`src/rtl/mbist_pkg.sv`:
```
// Shared types and March C- element tables for the memory BIST controller.
package mbist_pkg;

  typedef enum logic [2:0] {
    S_IDLE,
    S_WRITE,
    S_READ,
    S_CMP,
    S_DONE
  } state_t;

  localparam int unsigned MARCH_ELEMS = 6;

  localparam logic [7:0] BG0 = 8'h00;
  localparam logic [7:0] BG1 = 8'hFF;

  // Per-element tables, bit i describes element Ei.
  localparam logic [MARCH_ELEMS-1:0] ELEM_DESC      = 6'b011000; // E3,E4 descend
  localparam logic [MARCH_ELEMS-1:0] ELEM_HAS_READ  = 6'b111110; // E1..E5
  localparam logic [MARCH_ELEMS-1:0] ELEM_RD_ONE    = 6'b010100; // E2,E4 read 1s
  localparam logic [MARCH_ELEMS-1:0] ELEM_HAS_WRITE = 6'b011111; // E0..E4
  localparam logic [MARCH_ELEMS-1:0] ELEM_WR_ONE    = 6'b001010; // E1,E3 write 1s

  function automatic logic elem_valid(input logic [2:0] e);
    return e < 3'(MARCH_ELEMS);
  endfunction

  function automatic logic elem_up(input logic [2:0] e);
    return elem_valid(e) ? !ELEM_DESC[e] : 1'b1;
  endfunction

  function automatic logic elem_has_read(input logic [2:0] e);
    return elem_valid(e) ? ELEM_HAS_READ[e] : 1'b0;
  endfunction

  function automatic logic elem_has_write(input logic [2:0] e);
    return elem_valid(e) ? ELEM_HAS_WRITE[e] : 1'b0;
  endfunction

  function automatic logic [7:0] elem_rd_val(input logic [2:0] e);
    return (elem_valid(e) && ELEM_RD_ONE[e]) ? BG1 : BG0;
  endfunction

  function automatic logic [7:0] elem_wr_val(input logic [2:0] e);
    return (elem_valid(e) && ELEM_WR_ONE[e]) ? BG1 : BG0;
  endfunction

endpackage

```
`src/rtl/mbist_addr_gen.sv`:
```
// Loadable up/down address counter; o_last flags the final address of the
// current sweep direction.
module mbist_addr_gen #(
  parameter int unsigned ADDR_W = 6
) (
  input  logic              clk,
  input  logic              rst_n,
  input  logic              i_load,
  input  logic [ADDR_W-1:0] i_load_val,
  input  logic              i_step,
  input  logic              i_up,
  output logic [ADDR_W-1:0] o_addr,
  output logic              o_last
);

  logic [ADDR_W-1:0] r_addr;

  // Address register: load takes priority over stepping.
  always_ff @(posedge clk or negedge rst_n) begin
    if (!rst_n) begin
      r_addr <= '0;
    end else if (i_load) begin
      r_addr <= i_load_val;
    end else if (i_step) begin
      r_addr <= i_up ? r_addr + ADDR_W'(1) : r_addr - ADDR_W'(1);
    end
  end

  assign o_addr = r_addr;
  assign o_last = i_up ? (r_addr == '1) : (r_addr == '0);

endmodule

```
`src/rtl/mbist_march_ctrl.sv`:
```
// March C- BIST controller: sequences the six elements over the SRAM,
// drives strobes and expected data, and keeps sticky failure status.
module mbist_march_ctrl
  import mbist_pkg::*;
#(
  parameter int unsigned ADDR_W = 6
) (
  input  logic              clk,
  input  logic              rst_n,
  input  logic              start,
  output logic [ADDR_W-1:0] sram_addr,
  output logic [7:0]        sram_din,
  output logic              sram_we,
  output logic              sram_re,
  output logic [7:0]        data_t,
  input  logic              cmp_eq,
  output logic              busy,
  output logic              done,
  output logic              fail,
  output logic [ADDR_W-1:0] fail_addr,
  output logic [2:0]        fail_elem,
  output logic [7:0]        fail_count
);

  state_t            r_state;
  logic [2:0]        r_elem;
  logic              r_we;
  logic              r_re;
  logic [7:0]        r_din;
  logic [7:0]        r_data_t;
  logic              r_busy;
  logic              r_done;
  logic              r_fail;
  logic [ADDR_W-1:0] r_fail_addr;
  logic [2:0]        r_fail_elem;
  logic [7:0]        r_fail_count;

  logic [ADDR_W-1:0] w_addr;
  logic              w_last;
  logic              w_start;
  logic              w_adv;
  logic              w_end;
  logic [2:0]        w_next_elem;
  state_t            w_adv_state;
  logic              w_step;
  logic              w_load;
  logic [ADDR_W-1:0] w_load_val;

  mbist_addr_gen #(
    .ADDR_W(ADDR_W)
  ) u_addr_gen (
    .clk       (clk),
    .rst_n     (rst_n),
    .i_load    (w_load),
    .i_load_val(w_load_val),
    .i_step    (w_step),
    .i_up      (elem_up(r_elem)),
    .o_addr    (w_addr),
    .o_last    (w_last)
  );

  // Address-advance decisions: every WRITE ends an address visit, as does
  // the CMP of the read-only final element.
  always_comb begin
    w_start     = start && (r_state == S_IDLE || r_state == S_DONE);
    w_adv       = (r_state == S_WRITE) ||
                  (r_state == S_CMP && !elem_has_write(r_elem));
    w_end       = w_last && (r_elem == 3'(MARCH_ELEMS - 1));
    w_next_elem = w_last ? r_elem + 3'd1 : r_elem;
    w_adv_state = w_end ? S_DONE :
                  (elem_has_read(w_next_elem) ? S_READ : S_WRITE);
    w_step      = w_adv && !w_last;
    w_load      = w_start || (w_adv && w_last && !w_end);
    w_load_val  = (w_start || elem_up(w_next_elem)) ? '0 : '1;
  end

  // Main FSM with registered strobes, data and status.
  // Address advance is applied after the per-state case so WRITE and the
  // final element's CMP share one exit path.
  always_ff @(posedge clk or negedge rst_n) begin
    if (!rst_n) begin
      r_state      <= S_IDLE;
      r_elem       <= '0;
      r_we         <= 1'b0;
      r_re         <= 1'b0;
      r_din        <= '0;
      r_data_t     <= '0;
      r_busy       <= 1'b0;
      r_done       <= 1'b0;
      r_fail       <= 1'b0;
      r_fail_addr  <= '0;
      r_fail_elem  <= '0;
      r_fail_count <= '0;
    end else begin
      unique case (r_state)
        S_IDLE, S_DONE: begin
          if (start) begin
            r_state      <= S_WRITE;
            r_elem       <= '0;
            r_we         <= 1'b1;
            r_re         <= 1'b0;
            r_din        <= elem_wr_val(3'd0);
            r_data_t     <= elem_rd_val(3'd0);
            r_busy       <= 1'b1;
            r_done       <= 1'b0;
            r_fail       <= 1'b0;
            r_fail_addr  <= '0;
            r_fail_elem  <= '0;
            r_fail_count <= '0;
          end
        end
        S_READ: begin
          r_state <= S_CMP;
          r_re    <= 1'b0;
        end
        S_CMP: begin
          if (!cmp_eq) begin
            r_fail <= 1'b1;
            if (r_fail_count != 8'hFF) begin
              r_fail_count <= r_fail_count + 8'd1;
            end
            if (!r_fail) begin
              r_fail_addr <= w_addr;
              r_fail_elem <= r_elem;
            end
          end
          if (elem_has_write(r_elem)) begin
            r_state <= S_WRITE;
            r_we    <= 1'b1;
            r_din   <= elem_wr_val(r_elem);
          end
        end
        S_WRITE: begin
        end
        default: begin
          r_state <= S_IDLE;
        end
      endcase

      if (w_adv) begin
        if (!w_end) begin
          r_elem <= w_next_elem;
        end
        r_state  <= w_adv_state;
        r_we     <= (w_adv_state == S_WRITE);
        r_re     <= (w_adv_state == S_READ);
        r_din    <= elem_wr_val(w_next_elem);
        r_data_t <= w_end ? BG0 : elem_rd_val(w_next_elem);
        r_busy   <= !w_end;
        r_done   <= w_end;
      end
    end
  end

  assign sram_addr  = w_addr;
  assign sram_din   = r_din;
  assign sram_we    = r_we;
  assign sram_re    = r_re;
  assign data_t     = r_data_t;
  assign busy       = r_busy;
  assign done       = r_done;
  assign fail       = r_fail;
  assign fail_addr  = r_fail_addr;
  assign fail_elem  = r_fail_elem;
  assign fail_count = r_fail_count;

endmodule

```
`config.mk`:
```
export PLATFORM = sky130hd
export DESIGN_NAME = mbist_march_ctrl
export DESIGN_NICKNAME = d
export VERILOG_FILES = /design/src/rtl/mbist_pkg.sv /design/src/rtl/mbist_addr_gen.sv /design/src/rtl/mbist_march_ctrl.sv
export SDC_FILE = /design/constraint.sdc
export NUM_CORES = 1
export LEC_CHECK = 0
export CAP_MARGIN = 0
export CORE_AREA = 2 2 73 75
export CTS_CLUSTER_SIZE = 16
export DETAILED_ROUTE_END_ITERATION = 10
export DIE_AREA = 0 0 75 77
export GPL_TIMING_DRIVEN = 1
export PLACE_DENSITY = 0.7
export SETUP_SLACK_MARGIN = 0.3
export SLEW_MARGIN = 15
export SYNTH_ARGS = -nofsm -noshare
export SYNTH_HDL_FRONTEND = slang
export SYNTH_HIERARCHICAL = 1
export SYNTH_SLANG_ARGS = --single-unit
```
`constraint.sdc`:
```
create_clock -name clk -period 5.18 [get_ports clk]
set_input_delay 0.518 -clock clk [delete_from_list [all_inputs] [get_ports clk]]
set_output_delay 0.518 -clock clk [all_outputs]
set_load 0.01 [all_outputs]
```
==> qor.txt <==
Status - complete, no violations
Arr. time, crit path - 3.95 ns
Period utilisation layout - 0.719
DP HPWL - 3400 microns
Vias per std cell - 5.20
TritonCTS clock tree - done
Seq/Total Area, Yosys - 0.418
Filler cells - 473
Clock root buffer - clkbuf_8
Crit Path Category - reg -> reg
I/O Buffers - 47
Pins Over Slew Limit - 0
Post-synth EDFFs - 0
GRT Resource Usage Total - 0.170
Worst vdd ir - 0.269 mV
Syn_area_per_cell - 9.09 sq um
Fin Setup TNS - 0 ns
Post-CTS Repair Setup Buffers - 0
Post-route non-filler standard cell count - 338
Core area - 4980 sq um
Mapped Nets - 249
Area Overhead vs Synth - 23.2%
CP endpoint - u_addr_gen/o_addr[4]
Worst-Skew Late Latency - 0.29 ns
Worst hold stages - 1
CTS Buf Count - 5
TritonRoute pass-1 iters - 4
CTS Hold Buffers Added - 0
Global-route wire length before repair - 7500 microns
Reg2Reg Setup Slack - 1.46 ns
Critical Path Most Common Cell - nand3_1
Unrepaired setup endpoints after global routing - no
Ys async rst share - 1.00
Setup violators final - 0
Crit-path max FO - 9
Commonest cells in the netlist - dfrtp_1, nand2_1, o21ai_0
Top cell type's share of synthesized area - 0.418
Slew margin rel. - 0.353
R2R Path End - u_addr_gen/o_addr[4]
DRT Wirelength - 4720 microns
Critical Path Stages - 11
Clock transition at path regs - 0.07 ns
Worst Hold Class - reg -> reg
Largest delay share family, worst path - compound AO/OA/AOI/OAI gates
Critical Path Source Type - flip-flop
Post-layout min period - 3.72 ns
Die Wd - 75 microns
Hold Fails Final Rpt - 0
Initial antenna violation count - 0
Launch point of the worst path - r_elem[0]
Pwr dens - 435 nW/um^2
Die Area - 5780 sq um
NumNets Final - 279
Critical Path Max Stage Delay - 0.78 ns
Primary FF master, synth - dfrtp_1
Slew at the pin closest to its max-slew limit - 0.960 ns
Share of cells above drive strength 1 - 0.0672
RR Startpoint - r_elem[0]
N_diodes - 0
Row count - 26
Cell total after placement - 330
CP max-delay cell - o21ai_0
MaxCap Viol Count - 0
Max Freq - 269 MHz
Grt ovf - 0
Area leader, netlist - dfrtp_1
Reg2Reg Depth - 11
Post-Synthesis Cell Area - 2150 sq um
Post-CTS sizing - 0
Clock Skew - 0.00311 ns
H-tree depth - 2
Critical Path End Type - flip-flop
RD Place Congestion - 0.811
Top Ports - 48
Largest net degree at the start of global routing - 37
Warnings, synthesis - 6
Pleak - 1.14 nW
CP Cell Sequence - ha_1 > nor2b_1 > a31oi_1 > nand3_1 > o21ai_0 > xnor2_1 > or3_1 > mux2_2 > nor2_1 > a22oi_1 > nand3_1
CTS Sinks - 36
Clock Path Buffers - 2
Drt drc - 0
Drt first-iter violations - 103
Initial Util - 0.433
Cell variety after synth - 49
Post-Synthesis Cells - 237
Synth top area cells - dfrtp_1, nand2_1, buf_4
Number of global-route vias before repair - 1582
ANT nets after route - 0
Avg WL per Cell - 14.0 microns
#FFs+latches synth - 36
WP buf/inv - 0
Die height - 77 microns
Vias - 1759
WP data required - 5.41 ns
metal layers:
layer / GRT usage / wire length, microns / vias up / share of wire
met2: 0.276 / 2280 / 33 / 0.48
met3: 0.0381 / 184 / 5 / 0.039
met5: 0 / 0 / - / 0
met4: 0.0696 / 83 / 0 / 0.018
met1: 0.212 / 2180 / 847 / 0.46
li1: - / - / 874 / -
registers in the layout, indices dropped and copies added, names as in the netlist:
name,flops
busy,1
data_t,1
done,1
fail,1
fail_addr,6
fail_count,8
fail_elem,3
r_elem,3
r_state,3
sram_din,1
sram_re,1
sram_we,1
u_addr_gen/o_addr,6
layout make-up:
cell class	count	area, sq um	share of cell area
multi-input cells	169	1070	0.404
flip-flops and latches	36	901	0.339
repair buffers	48	478	0.180
clock buffers	8	90.1	0.0339
well taps	70	87.6	0.0330
inverters	7	26.3	0.00990
worst min path at each step:
| stage | from | endpoint | slack (ns) |
|---|---|---|---|
| floorplan | rst_n | busy | 0.22 |
| global placement | done | done | 0.49 |
| detailed placement | done | done | 0.50 |
| CTS | done | done | 0.52 |
| global route | done | done | 0.54 |
| finish | done | done | 0.51 |
per-stage QoR:
stage / setup slack, ns / total power [mW] / hold WS, ns / cell area (sq um) / util
3_3_place_gp: 1.66 / 0.945 / 0.486 / 2560 / 0.515
6_report: 1.46 / 1.16 / 0.506 / 2650 / 0.533
5_1_grt: 1.21 / 1.23 / 0.535 / 2650 / 0.533
2_1_floorplan: 2.46 / 0.772 / 0.222 / 2150 / -
4_1_cts: 1.48 / 1.17 / 0.515 / 2650 / 0.533
3_5_place_dp: 1.51 / 0.952 / 0.501 / 2560 / 0.515
power breakdown:
group / switching, mW / internal [mW] / leakage (nW) / total, mW
combinational: 0.257 / 0.259 / 0.614 / 0.516
clock: 0.102 / 0.109 / 0.0455 / 0.210
sequential: 0.0911 / 0.338 / 0.478 / 0.429
total: 0.450 / 0.706 / 1.14 / 1.16
logic make-up after synthesis:
kind of cell,synth area share
xor gates and xnor gates,0.0366
buffers and inverters,0.0843
and+or+nand+nor,0.220
muxes,0.0424
adders and majority gates,0.0500
DFF,0.418
AOI/OAI and AO/OA,0.148
layout by cell type (no fill, tap or decap), drive strengths merged, types with 2 or more instances in the layout:
cell / Yosys / routed
nand2: 36 / 36
ha: 7 / 7
a32o: 2 / 2
a21oi: 10 / 10
xnor2: 7 / 7
or2: 4 / 4
nor2: 14 / 14
or3: 2 / 2
and4: 2 / 2
nor3b: 2 / 2
nor4: 3 / 3
o21a: 2 / 2
a21o: 3 / 3
a31oi: 2 / 2
inv: 7 / 7
xor2: 2 / 2
clkbuf: 4 / 8
nand4: 4 / 4
a22oi: 3 / 3
nand4b: 2 / 2
mux2i: 8 / 8
nor3: 4 / 4
dfrtp: 36 / 36
and2: 2 / 2
o21ai: 21 / 21
o31ai: 2 / 2
clkdlybuf4s50: 0 / 47
nand3: 8 / 8
(Power assumes the default switching activity.)
